$ cat src/rtl/trigger_encoder_gen.sv
// trigger_encoder_gen: registered trigger-bit encoder. Passes per-BX trigger
// hits through and substitutes a synchronisation word on the empty BCID slot.
// Optional build macro TRIG_COLLISION_CNT_EN adds detection and saturating
// counting of trigger hits dropped by sync insertion; without it errFlag and
// errCount are tied to zero and clearErr is ignored.
module trigger_encoder_gen #(
   parameter int TRIG_WIDTH   = 16,
   parameter int BCID_WIDTH   = 12,
   parameter int ERRCNT_WIDTH = 8
) (
   input  logic                    clk,
   input  logic                    reset,
   input  logic                    enable,
   input  logic [1:0]              syncMode,
   input  logic [TRIG_WIDTH-1:0]   trigHits,
   input  logic [BCID_WIDTH-1:0]   BCID,
   input  logic [BCID_WIDTH-1:0]   emptySlotBCID,
   input  logic                    clearErr,
   output logic [TRIG_WIDTH-1:0]   encTrigHits,
   output logic                    syncValid,
   output logic                    errFlag,
   output logic [ERRCNT_WIDTH-1:0] errCount
);

   localparam int PTR_W = (TRIG_WIDTH > 1) ? $clog2(TRIG_WIDTH) : 1;
   localparam logic [PTR_W-1:0] PTR_MAX = PTR_W'(TRIG_WIDTH - 1);

   logic [1:0]            mode_q, mode_d;
   logic [TRIG_WIDTH-1:0] slot_cnt_q, slot_cnt_d;
   logic [PTR_W-1:0]      ptr_q, ptr_d;
   logic [TRIG_WIDTH-1:0] enc_q, enc_d;
   logic                  sync_valid_q, sync_valid_d;

   logic                  mode_change;
   logic                  empty_slot;
   logic [TRIG_WIDTH-1:0] slot_cnt_eff;
   logic [PTR_W-1:0]      ptr_eff;
   logic [TRIG_WIDTH-1:0] sync_word;

   // A mode switch restarts the sequence: the counters read as zero this cycle.
   assign mode_change  = (syncMode != mode_q);
   assign slot_cnt_eff = mode_change ? '0 : slot_cnt_q;
   assign ptr_eff      = mode_change ? '0 : ptr_q;
   assign empty_slot   = (BCID == emptySlotBCID) && enable && (syncMode != 2'd3);

   // Sync word selection for the current mode from the effective counters.
   always_comb begin
      sync_word = '0;
      case (syncMode)
         2'd0:    sync_word = {TRIG_WIDTH{~slot_cnt_eff[0]}};
         2'd1:    sync_word[ptr_eff] = 1'b1;
         2'd2:    sync_word = slot_cnt_eff;
         default: sync_word = '0;
      endcase
   end

   // Next-state for the encoded word and the per-mode sync counters.
   always_comb begin
      mode_d       = mode_q;
      slot_cnt_d   = slot_cnt_q;
      ptr_d        = ptr_q;
      enc_d        = '0;
      sync_valid_d = 1'b0;
      if (enable) begin
         mode_d     = syncMode;
         slot_cnt_d = slot_cnt_eff;
         ptr_d      = ptr_eff;
         if (empty_slot) begin
            enc_d        = sync_word;
            sync_valid_d = 1'b1;
            if (syncMode == 2'd1)
               ptr_d = (ptr_eff == PTR_MAX) ? '0 : ptr_eff + PTR_W'(1);
            else
               slot_cnt_d = slot_cnt_eff + TRIG_WIDTH'(1);
         end else begin
            enc_d = trigHits;
         end
      end
   end

   // State and output registers; reset clears outputs without waiting for clk.
   always_ff @(posedge clk or negedge reset) begin
      if (!reset) begin
         mode_q       <= '0;
         slot_cnt_q   <= '0;
         ptr_q        <= '0;
         enc_q        <= '0;
         sync_valid_q <= 1'b0;
      end else begin
         mode_q       <= mode_d;
         slot_cnt_q   <= slot_cnt_d;
         ptr_q        <= ptr_d;
         enc_q        <= enc_d;
         sync_valid_q <= sync_valid_d;
      end
   end

   assign encTrigHits = enc_q;
   assign syncValid   = sync_valid_q;

`ifdef TRIG_COLLISION_CNT_EN
   logic                    collision;
   logic                    err_flag_q, err_flag_d;
   logic [ERRCNT_WIDTH-1:0] err_cnt_q, err_cnt_d;

   // Hits arriving on an empty slot are overwritten by the sync word.
   assign collision = empty_slot && (trigHits != '0);

   // Error pulse and saturating counter; a clear wins over a same-cycle collision.
   always_comb begin
      err_flag_d = collision;
      err_cnt_d  = err_cnt_q;
      if (clearErr)
         err_cnt_d = '0;
      else if (collision && (err_cnt_q != {ERRCNT_WIDTH{1'b1}}))
         err_cnt_d = err_cnt_q + ERRCNT_WIDTH'(1);
   end

   // Collision state registers.
   always_ff @(posedge clk or negedge reset) begin
      if (!reset) begin
         err_flag_q <= 1'b0;
         err_cnt_q  <= '0;
      end else begin
         err_flag_q <= err_flag_d;
         err_cnt_q  <= err_cnt_d;
      end
   end

   assign errFlag  = err_flag_q;
   assign errCount = err_cnt_q;
`else
   logic unused_clear_err;
   assign unused_clear_err = clearErr;
   assign errFlag          = 1'b0;
   assign errCount         = '0;
`endif

endmodule

$ cat config.mk
export PLATFORM = sky130hd
export DESIGN_NAME = trigger_encoder_gen
export DESIGN_NICKNAME = d
export VERILOG_FILES = /design/src/rtl/trigger_encoder_gen.sv
export SDC_FILE = /design/constraint.sdc
export NUM_CORES = 1
export LEC_CHECK = 0
export CORE_MARGIN = 10
export CORE_UTILIZATION = 44
export CTS_CLUSTER_SIZE = 30
export DETAILED_ROUTE_END_ITERATION = 12
export HOLD_SLACK_MARGIN = 0.05
export PLACE_DENSITY_LB_ADDON = 0.12
export SYNTH_ARGS = -nofsm -noshare
export SYNTH_HDL_FRONTEND = slang
export SYNTH_SLANG_ARGS = --single-unit
export TNS_END_PERCENT = 20
$ cat constraint.sdc
create_clock -name clk -period 1.8 [get_ports clk]
set_input_delay 0.36 -clock clk [delete_from_list [all_inputs] [get_ports clk]]
set_output_delay 0.36 -clock clk [all_outputs]
set_load 0.03 [all_outputs]
==> results of run 1 <==
-- per-layer routing --
layer  share of wire, %  wire (um)  vias up
li1                   -          -     1155
met1                 42       3380     1166
met2                 50       4090       81
met3                6.1        492       15
met4                1.7        140        0
met5                  0          0        -
-- power by group through the flow --
| stage | Combinational (uW) | Clock [uW] | Sequential (uW) |
|---|---|---|---|
| 2_1_floorplan | 224 | 0 | 963 |
| 3_3_place_gp | 491 | 0 | 923 |
| 3_5_place_dp | 496 | 0 | 923 |
| 4_1_cts | 555 | 640 | 906 |
| 5_1_grt | 622 | 672 | 911 |
| 6_report | 584 | 642 | 907 |
-- placed cells by master (no fill, tap or decap), types with 8 or more instances in the layout --
cell / n
sky130_fd_sc_hd__clkdlybuf4s50_1: 33
sky130_fd_sc_hd__clkbuf_2: 8
sky130_fd_sc_hd__nand3_1: 15
sky130_fd_sc_hd__conb_1: 9
sky130_fd_sc_hd__buf_4: 46
sky130_fd_sc_hd__nand2_1: 37
sky130_fd_sc_hd__xor2_1: 17
sky130_fd_sc_hd__nor2b_1: 17
sky130_fd_sc_hd__xnor2_2: 10
sky130_fd_sc_hd__and3_1: 8
sky130_fd_sc_hd__dfrtp_1: 39
sky130_fd_sc_hd__nand4_1: 10
sky130_fd_sc_hd__mux2i_1: 15
sky130_fd_sc_hd__clkdlybuf4s15_1: 11
-- stage by stage --
step | power, uW | area, um2 | setup WS [ns] | setup TNS (ns) | util [%]
floorplan | 1190 | 2650 | 0.00768 | 0 | -
global placement | 1410 | 3500 | -0.453 | -14.08 | 62.0
detailed placement | 1420 | 3500 | -0.526 | -15.09 | 62.0
CTS | 2100 | 3950 | 0.00781 | 0 | 70.0
global route | 2200 | 4000 | -0.0698 | -0.352 | 70.9
finish | 2130 | 4000 | 0.0373 | 0 | 70.9
-- what timing repair did --
action	in CTS	in global routing
endpoints found under the setup margin	36	31
hold buffers	1	0
buffers inserted	19	4
gates resized for setup	46	55
cloned	5	1
hold endpoints to repair	19	0
pin swaps	20	18
-- state kept, by name, indices dropped and copies added (netlist names) --
register	count
encTrigHits	16
slot_cnt_q	16
syncValid	1
ptr_q	4
mode_q	2
-- path summary, 6_finish.rpt --
path / slack [ns] / cells past startpoint / to
hold / removal: 0.52 / 5 / syncValid
setup / recovery: 0.04 / 9 / slot_cnt_q[3]
setup reg to reg: 0.05 / 6 / encTrigHits[10]
max in group asynchronous: 0.77 / 3 / slot_cnt_q[14]
hold reg to reg: 0.55 / 1 / ptr_q[3]
min in group asynchronous: 0.55 / 2 / encTrigHits[2]
-- cells by family (layout without fill, tap and decap cells) --
logic type | after synthesis | in the layout
AOI/OAI and AO/OA | 26 | 26
and+or+nand+nor | 127 | 128
muxes | 18 | 18
buffers and inverters | 23 | 132
xor gates and xnor gates | 29 | 29
DFF | 39 | 39
other | 1 | 9
adders and majority gates | 2 | 2
-- cell type report --
type | count | area [um2] | area share (%)
clock inverter | 1 | 8.76 | 0.219
sequential | 39 | 976 | 24.4
timing repair buffer | 122 | 1150 | 28.7
tap | 72 | 90.1 | 2.25
inverter | 2 | 7.51 | 0.188
multi-input combinational | 212 | 1680 | 42.1
clock buffer | 7 | 86.3 | 2.16
-- worst max-delay path: stages --
cell and delay (ns):
sky130_fd_sc_hd__clkbuf_2 0.11, sky130_fd_sc_hd__xnor2_2 0.23, sky130_fd_sc_hd__nand4_4 0.16, sky130_fd_sc_hd__buf_6 0.16, sky130_fd_sc_hd__nor4_4 0.37, sky130_fd_sc_hd__buf_4 0.20, sky130_fd_sc_hd__clkbuf_16 0.15, sky130_fd_sc_hd__nand3_1 0.09
sky130_fd_sc_hd__xor2_1 0.15
==> qor.yml, run 1 <==
outcome: "completed"
worstReg2RegStart: "mode_q[0]"
fin_crit_sh_pct: 97.9
grt_start_max_net_pins: 21
die-height_um: 97
syn_area_per_cell_um2: 9.84
synth_fa_ha_area_share_pct: 0.959
pwr_density_cell_nw_per_um2: 533
fillers: 428
hold_path_startpoint: "BCID[7]"
worst_vdd_ir_v: 0.000529
clock_path_buffers: 2
wire_per_inst_um: 17.8
pin_count: 72
cap_viol_max_count: 0
synth_largest_type_area_fraction_pct: 37.4
io_buffers: 61
clock_tree.htree_level_count: 2
switchingPower_uw: 634
async_reset_ff_share_pct: 100
ys.warnings.count: 0
groute.layer.met1.usage_pct: 20.7
gr-max-usage-layer: "met2"
detailed_place_hpwl_mm: 5.56
path_max_fanout: 9
synth_flop_cell: "sky130_fd_sc_hd__dfrtp_1"
synth_compound_gate_area_share_pct: 7.82
cts_buffers: 5
grtUsageMet3_pct: 3.62
cp_data_required_time_ns: 1.99
worstSkewPairLatency_ns: 0.31
via_count_of_the_first_global_routing_pass: 2500
synth_top_family_by_area: "simple AND/OR/NAND/NOR gates"
report.final.hold_viol_count: 0
global_route_wire_length_before_repair_mm: 13.1
tritoncts: "done"
cts-root-buf: "sky130_fd_sc_hd__clkbuf_8"
grt_antenna_before_repair: 0
number_of_rows_created_at_floorplan: 27
ys_seq_elements: 39
worst_setup_path_start_kind: "input port"
critical_path.endpoint_type: "register"
syn2layout_area_growth_pct: 53.3
setup_violations: 0
groute.layer.met2.usage_pct: 28.0
post_synth_and_or_nand_nor_area_fraction_pct: 29.5
die_area_um2: 9410
yosysUniqueCellTypes: 49
final.hold.worst_slack_ns: 0.520
min-delay-path-class: "input port to register"
critPathKind: "input port to register"
globalRouteTotalUtil_pct: 16.6
grt-ovfl-total: 0
pwr-share-seq_pct: 42.5
diodes: 0
final_net_count: 430
clock_sinks: 39
clock_pin_slew_worst_setup_and_hold_paths_ns: 0.08
p_sw_share_pct: 29.7
instances_no_fill: 455
period_needed_ns: 1.76
drtPass1Iterations: 4
synthesis.area_um2: 2610
rsz0062_at_grt: "yes"
drt.antenna.violating_nets: 0
synth.cells.most_frequent: "41 x sky130_fd_sc_hd__nand2_1, 39 x sky130_fd_sc_hd__dfrtp_1, 19 x sky130_fd_sc_hd__xor2_1"
fp.dieW_um: 97
power.leakage_uw: 0.00173
synthMostInstantiatedCell: "sky130_fd_sc_hd__nand2_1"
synthCells: 265
synth_area_leader_cell: "sky130_fd_sc_hd__dfrtp_1"
timing_max_transition_violations_final: 0
synth.mux.area_fraction_pct: 7.00
initial_utilization_pct: 46.2
drtIter0Drc: 140
placeableCoreArea_um2: 5640
post_synth_main_area_contributors: "sky130_fd_sc_hd__dfrtp_1 37%, sky130_fd_sc_hd__xor2_1 6.4%, sky130_fd_sc_hd__mux2i_1 6.1%"
drc: 0
wirelength_mm: 8.10
synth_xor_xnor_area_share_pct: 11.5
synth-edff-count: 0
finalClockSkew_ns: 0.00942
via_per_inst: 5.31
drive_gt1_share_pct: 32.1
worst_setup_path_startpoint: "emptySlotBCID[2]"
via_count: 2417
clock.fmax_ghz: 0.567
share_clk_of_total_power_pct: 30.1
p_int_uw: 1500
power.combinational.fraction_pct: 27.4
yosysSeqAreaShare_pct: 37.4
gp_congestion: 0.874
worstPathArrival_ns: 1.96
placed_cell_count: 419
No activity file was read; power rests on OpenSTA's default activity.
==> run 2, diff against run 1 <==
--- a/config.mk
+++ b/config.mk
@@ -5,7 +5,7 @@
 export SDC_FILE = /design/constraint.sdc
 export NUM_CORES = 1
 export LEC_CHECK = 0
-export CORE_MARGIN = 10
+export CORE_MARGIN = 4
 export CORE_UTILIZATION = 44
 export CTS_CLUSTER_SIZE = 30
 export DETAILED_ROUTE_END_ITERATION = 12
==> run 2 against run 1 <==
  * Register-to-register slack lost 0.02 ns
  * Die area shrank 23%
  * Via count shrank 0.83%
  * Setup slack lost 0.013 ns
  * Largest power group unchanged
  * Highest routed layer unchanged
==> qor.yml, run 2 (same netlist as run 1, synthesis figures left out) <==
p_sw_share_pct: 27.4
most_common_library_cell_in_the_layout_ignoring_fill_and_taps: "sky130_fd_sc_hd__nand2_1"
worst_setup_path_startpoint: "BCID[1]"
initial_utilization_pct: 46.2
global_route_wire_length_before_repair_mm: 11.8
layout.cells.most_common_list: "41 x sky130_fd_sc_hd__nand2_1, 40 x sky130_fd_sc_hd__buf_4, 39 x sky130_fd_sc_hd__dfrtp_1, 33 x sky130_fd_sc_hd__clkdlybuf4s50_1, 18 x sky130_fd_sc_hd__nor2b_1"
worst_path_cell_trace: "dlygate4sd2_1 -> xnor2_2 -> buf_4 -> nand3_2 -> nor4_4 -> buf_6 -> buf_8 -> buf_6 -> nand3_1 -> mux2i_1"
timing.critical_path.max_delay_family: "buffers and inverters"
switchingPower_uw: 606
drt.antenna.violating_nets: 0
cts_buffers: 5
min-delay-path-class: "input port to register"
drive_gt1_share_pct: 32.7
gp_congestion: 0.839
hold_path_startpoint: "BCID[4]"
diodes: 0
worst_setup_path_start_kind: "input port"
critical-path-top-cell-by-count: "sky130_fd_sc_hd__buf_6"
setup_violations: 0
report.final.hold_viol_count: 0
die-height_um: 85
tritoncts: "done"
rsz0062_at_grt: "yes"
final.hold.worst_slack_ns: 0.479
post-route-cell-area_um2: 3950
drtIter0Drc: 131
grt_antenna_before_repair: 0
worst_vdd_ir_v: 0.000428
drc: 0
critPathKind: "input port to register"
timing_max_transition_violations_final: 0
via_count: 2397
dpl_cell_area_um2: 3450
placeableCoreArea_um2: 5640
wire_per_inst_um: 17.0
worstSkewPairLatency_ns: 0.30
fillers: 421
placed_cell_count: 413
grt-ovfl-total: 0
fin_crit_sh_pct: 98.6
p_int_uw: 1610
outcome: "completed"
crit_path_max_incr_delay_ns: 0.27
clock_path_buffers: 2
number_of_rows_created_at_floorplan: 27
via_per_inst: 5.35
clock.fmax_ghz: 0.563
path_max_fanout: 6
pin_count: 72
fp.dieW_um: 85
timing.critical_path.buf_inv: 5
via_count_of_the_first_global_routing_pass: 2424
final_net_count: 423
critical_path.endpoint_type: "register"
post-layout-total-power_uw: 2210
finalClockSkew_ns: 0.00987
pwr_density_cell_nw_per_um2: 561
power.combinational.fraction_pct: 24.3
cp_data_required_time_ns: 1.99
grt_start_max_net_pins: 23
instances_no_fill: 448
cts-root-buf: "sky130_fd_sc_hd__clkbuf_8"
worstPathArrival_ns: 1.96
clock_pin_slew_worst_setup_and_hold_paths_ns: 0.08
wirelength_mm: 7.62
postLayoutCoreUtil_pct: 69.9
die_area_um2: 7230
cpMaxStageDelayCell: "sky130_fd_sc_hd__nor4_4"
io_buffers: 61
clock_sinks: 39
drtPass1Iterations: 4
cap_viol_max_count: 0
syn2layout_area_growth_pct: 51.3
clock_tree.htree_level_count: 2
detailed_place_hpwl_mm: 5.19
power.leakage_uw: 0.00171
share_clk_of_total_power_pct: 34.7
period_needed_ns: 1.78
worstReg2RegStart: "mode_q[1]"
globalRouteTotalUtil_pct: 20.8
pwr-share-seq_pct: 41.0
## run 2: changes by cell type in the layout (fill, tap and decap cells not counted), moves of 3 or more
cell / delta
sky130_fd_sc_hd__buf_4: -6
sky130_fd_sc_hd__clkbuf_2: +7
sky130_fd_sc_hd__clkdlybuf4s15_1: -7
sky130_fd_sc_hd__nand2_1: +4
sky130_fd_sc_hd__nand2_2: -4
sky130_fd_sc_hd__o311ai_1: -3
## run 2: path summary, 6_finish.rpt
kind                             endpoint  slack [ns]  cells after the start
max in group asynchronous   slot_cnt_q[4]        0.76                      3
min in group asynchronous  encTrigHits[0]        0.55                      2
hold reg to reg            slot_cnt_q[15]        0.57                      2
setup / recovery                 ptr_q[2]        0.02                     10
setup reg to reg           slot_cnt_q[12]        0.03                      9
hold / removal                  syncValid        0.48                      4
## run 2: per-layer routing
layer  part of all wire (%)  vias up  track usage (%)
met5                      0        -                0
met4                    2.0        0             5.90
met3                    5.5       18             4.66
met2                     50       76             36.4
met1                     43     1163             25.6
li1                       -     1140                -
## run 2: cell type report
class                      instances  area [um2]  share of cell area (%)
clock buffer                       6        82.6                    2.09
clock inverter                     2        35.0                   0.888
inverter                           2        7.51                   0.190
multi-input combinational        211        1670                    42.4
sequential                        39         976                    24.7
tap                               72        90.1                    2.28
timing repair buffer             116        1080                    27.4
## run 2: stage by stage
| step | setup slack (ns) | setup TNS, ns |
|---|---|---|
| floorplan | 0.00768 | 0 |
| global placement | -0.489 | -14.25 |
| detailed placement | -0.567 | -15.58 |
| CTS | 0.00382 | 0 |
| global route | -0.0414 | -0.419 |
| finish | 0.0248 | 0 |
## run 2: power groups by stage
stage | logic (uW) | clock network [uW] | registers [uW]
finish | 538 | 767 | 907
global placement | 481 | 0 | 923
floorplan | 224 | 0 | 963
global route | 572 | 815 | 909
detailed placement | 486 | 0 | 923
CTS | 519 | 783 | 906
## run 2: tightest hold or removal path, delay by kind of cell
kind / cells / cell delay [ns]
buffers and inverters: 1 / 0.10
AND/OR/NAND/NOR: 2 / 0.18
XOR/XNOR: 1 / 0.10
## run 2: what timing repair did
action	4_1_cts	5_1_grt
setup endpoints to repair	36	29
gates resized for setup	54	48
hold buffers	1	0
buffers inserted	15	8
endpoints found under the hold margin	18	0
pin swaps	22	20
gates cloned	4	0
==> edit 1: new RTL, config.mk and constraints of run 2 <==
`ERRCNT_WIDTH`: 8 -> 6.
--- a/src/rtl/trigger_encoder_gen.sv
+++ b/src/rtl/trigger_encoder_gen.sv
@@ -6,7 +6,7 @@
 module trigger_encoder_gen #(
    parameter int TRIG_WIDTH   = 16,
    parameter int BCID_WIDTH   = 12,
-   parameter int ERRCNT_WIDTH = 8
+   parameter int ERRCNT_WIDTH = 6
 ) (
    input  logic                    clk,
    input  logic                    reset,
Ports: changed (resized errCount); port bits go from 72 to 70. The function was not compared with the original's and may differ.
==> edit 1 against run 2 <==
- hold slack gained 0.025 ns
- first-iteration DRC count shrank 31%
- design area grew 1.9%
- wire length grew 0.95%
- the run now ends with negative setup slack left
- sequential power grew 0.4%
- setup slack lost 0.073 ns
- total power shrank 9.0%
- sequential cell count is the same
- synthesized area shrank 0.58%
- count of clock-buffer cells in the layout is the same
==> edit 1: results (changes against run 2) <==
Synth area leaders = dfrtp_1 38%, xor2_1 6.4%, mux2i_1 6.2%
overall power = 2.01 mW (-9.0%)
setup ws final = -0.0484 ns (-0.0732 ns)
global-route wire length before repair = 12.2 mm (+3.6%)
post-synthesis sequential area ratio = 37.6% (+0.22 points)
outcome = finished, violations left
clk slew on worst S/H paths = 0.07 ns
wire length on met2 = 3.71 mm (-1.8%)
fraction of layout cells with a size suffix above 1 = 32.4% (-0.34 points)
clock share of power = 26.8% (-7.9 points)
largest net degree at the start of global routing = 24 (+4.3%)
Synth Area in Compound Gates = 7.86% (+0.045 points)
via count = 2,425 (+1.2%)
failing checks = negative setup slack
Post-Synth Adder-Cell Area = 0.965% (+0.0056 points)
Crit Path Max Fanout = 4 (-2)
Setup WS pre-CTS = -0.510 ns (+0.0571 ns)
met2 Usage GRT = 34.9% (-1.5 points)
met1 WL = 3.29 mm (+0.74%)
GRT Total Usage = 21.5% (+0.64 points)
Cells after Synth = 263 (-0.75%)
DPL Wire Length = 5.37 mm (+3.5%)
clk_skew = 0.00468 ns (-0.00519 ns)
initial DRC count = 91 (-31%)
Pleak = 1.72 nW (+0.71%)
critical path's slowest cell = dfrtp_1
WL final = 7.69 mm (+0.95%)
mux share of post-synthesis cell area = 7.04% (+0.041 points)
P_seq = 0.911 mW (+0.4%)
Synth Area in XOR/XNOR = 11.5% (+0.066 points)
Cells after DPL = 419 (+1.5%)
met1 usage = 27.7% (+2.1 points)
Pint = 1.43 mW (-11%)
setup TNS = -0.0645 ns (-0.0645 ns)
post_cts resized = 44 (-19%)
Final setup viols = 3 (+3)
cell family with most CP delay = flip-flops
postcts setup bufs = 18 (+3)
Final GP Congestion = 0.836 (-0.38%)
GR Util met3 = 5.30% (+0.64 points)
peak supply drop = 0.000385 V (-9.9%)
max incr delay on CP = 0.43 ns (+0.16 ns)
fillers = 431 (+2.4%)
## edit 1: changes by cell type after synthesis, sizes merged
cell and delta:
buf -2
## edit 1: final timing paths
check	from	to	slack, ns	cells past startpoint
max	mode_q[0]	encTrigHits[12]	-0.05	8
min	BCID[4]	syncValid	0.50	4
max reg2reg	mode_q[0]	encTrigHits[12]	-0.05	8
min reg2reg	ptr_q[3]	ptr_q[3]	0.54	1
max in group asynchronous	reset	ptr_q[3]	0.74	3
min in group asynchronous	reset	slot_cnt_q[8]	0.57	2
## edit 1: per-stage QoR
stage,hold WS [ns],area (µm²)
floorplan,0.0644,2630
global placement,0.326,3510
detailed placement,0.325,3510
CTS,0.541,3830
global route,0.515,4020
finish,0.504,4020
## edit 1: area by class of cell
class                      count  area share [%]
sequential                    39            24.3
tap                           72            2.24
inverter                       2           0.187
clock buffer                   6            1.80
multi-input combinational    209            42.9
timing repair buffer         124            28.6
==> edit 2: new RTL, config.mk and constraints of run 2 <==
Made on the original files. Put one more register stage on the output `syncValid`, without a reset. The value now appears one clock later. The other outputs are not delayed to match.
--- a/src/rtl/trigger_encoder_gen.sv
+++ b/src/rtl/trigger_encoder_gen.sv
@@ -96,7 +96,9 @@
    end
 
    assign encTrigHits = enc_q;
-   assign syncValid   = sync_valid_q;
+   always_ff @(posedge clk) begin
+      syncValid <= sync_valid_q;
+   end
 
 `ifdef TRIG_COLLISION_CNT_EN
    logic                    collision;
Formal check against the unedited RTL: not equivalent (Yosys sat finds a counterexample within 4 cycles, from zero or initial values and one cycle with reset low).
==> edit 2 against run 2 <==
- total power increased by 6.1%
- sequential cell count increased by 1
- design area increased by 3.5%
- setup slack got worse by 0.15 ns
- largest power group unchanged
- the flow now finishes with violations (negative setup slack)
- sequential power increased by 2.8%
- maximum frequency decreased by 7.9%
- wire length increased by 6.0%
- synthesized area increased by 0.77%
==> edit 2: results (changes against run 2) <==
outcome = finished, violations left
failing checks = negative setup slack
asr flop ratio synth = 97.5% (-2.5 points)
WL final = 8.08 mm (+6.0%)
max incr delay on CP = 0.44 ns (+0.17 ns)
critical path's slowest cell = dfrtp_1
initial DRC count = 197 (+50%)
wire length on met2 = 4.14 mm (+9.4%)
number of global-route vias before repair = 2,566 (+5.9%)
Critical Path AT = 2.11 ns (+0.15 ns)
met1 usage = 28.4% (+2.8 points)
CP Launch Point = mode_q[0]
postcts setup bufs = 22 (+7)
setup ws final = -0.126 ns (-0.151 ns)
min-delay src = sync_valid_q
cell family with most CP delay = simple AND/OR/NAND/NOR gates
Setup WS pre-CTS = -0.526 ns (+0.0412 ns)
DR vias/cell = 5.31 (-0.72%)
Final GP Congestion = 0.864 (+3.0%)
peak supply drop = 0.000331 V (-23%)
clk_skew = 0.0111 ns (+0.00122 ns)
GRT Total Usage = 21.9% (+1.1 points)
Crit Path Max Fanout = 4 (-2)
worst skew pair latency = 0.30 ns (about the same)
antenna violations before repair = 0 (unchanged)
r2r worst-path depth = 7 (-2)
wire per inst = 17.4 µm (+2.2%)
Nets = 440 (+4.0%)
Final setup viols = 3 (+3)
global-route wire length before repair = 12.7 mm (+7.6%)
fraction of layout cells with a size suffix above 1 = 33.1% (+0.37 points)
Cells after Synth = 266 (+0.38%)
Yosys top cell area share = 37.1% (-0.28 points)
largest net degree at the start of global routing = 22 (-4.3%)
met2 Usage GRT = 38.0% (+1.6 points)
met3 wire len = 557 µm (+34%)
GR Util met3 = 3.30% (-1.4 points)
Commonest cells post-synth = 41 x nand2_1, 39 x dfrtp_1, 19 x xor2_1, 18 x nor2b_1
crit path to = slot_cnt_q[12]
Cells after DPL = 424 (+2.7%)
met1 WL = 3.26 mm (-0.12%)
Synth area leaders = dfrtp_1 37%, xor2_1 6.3%, mux2i_1 6.1%
DPL Wire Length = 5.46 mm (+5.3%)
post_cts resized = 42 (-22%)
worst min path class = reg2reg
## edit 2: changes by cell type in the layout (fill, tap and decap cells not counted), sizes merged
cell / before / now
buf: 54 / 70
dfxtp: 0 / 1
clkbuf: 21 / 11
dlygate4sd2: 8 / 9
dlymetal6s2s: 0 / 1
clkdlybuf4s15: 4 / 12
## edit 2: kinds of logic after synthesis
kind of cell	synth area share, %
muxes	6.95
and+or+nand+nor	29.3
xor gates and xnor gates	11.4
DFF	37.9
other	0.143
buffers and inverters	5.66
adders and majority gates	0.952
AOI/OAI and AO/OA	7.76
## edit 2: area by class of cell
cell class / count / area, µm²
repair buffers: 132 / 1210
well taps: 72 / 90.1
multi-input cells: 211 / 1660
fillers: 388 / 1560
clock inverters: 2 / 38.8
clock buffers: 6 / 82.6
inverters: 2 / 7.51
flip-flops and latches: 40 / 997
## edit 2: worst min-delay path by stage
stage               cells after the start             end
floorplan                               0  encTrigHits[0]
global placement                        1  encTrigHits[2]
detailed placement                      1  encTrigHits[2]
CTS                                     0       syncValid
global route                            0       syncValid
finish                                  0       syncValid
## edit 2: power by group
group | internal [mW] | switching, mW | total (mW)
logic | 0.322 | 0.299 | 0.621
clock network | 0.454 | 0.341 | 0.795
registers | 0.920 | 0.0116 | 0.932
total | 1.70 | 0.652 | 2.35
## edit 2: metrics by stage
step	setup TNS (ns)	utilization [%]	cell area [µm²]	hold slack [ns]
3_5_place_dp	-15.68	63.1	3560	0.336
2_1_floorplan	0	-	2670	0.0644
5_1_grt	-0.570	72.4	4080	0.372
4_1_cts	0	70.3	3970	0.361
6_report	-0.262	72.4	4080	0.356
3_3_place_gp	-13.85	63.1	3560	0.326
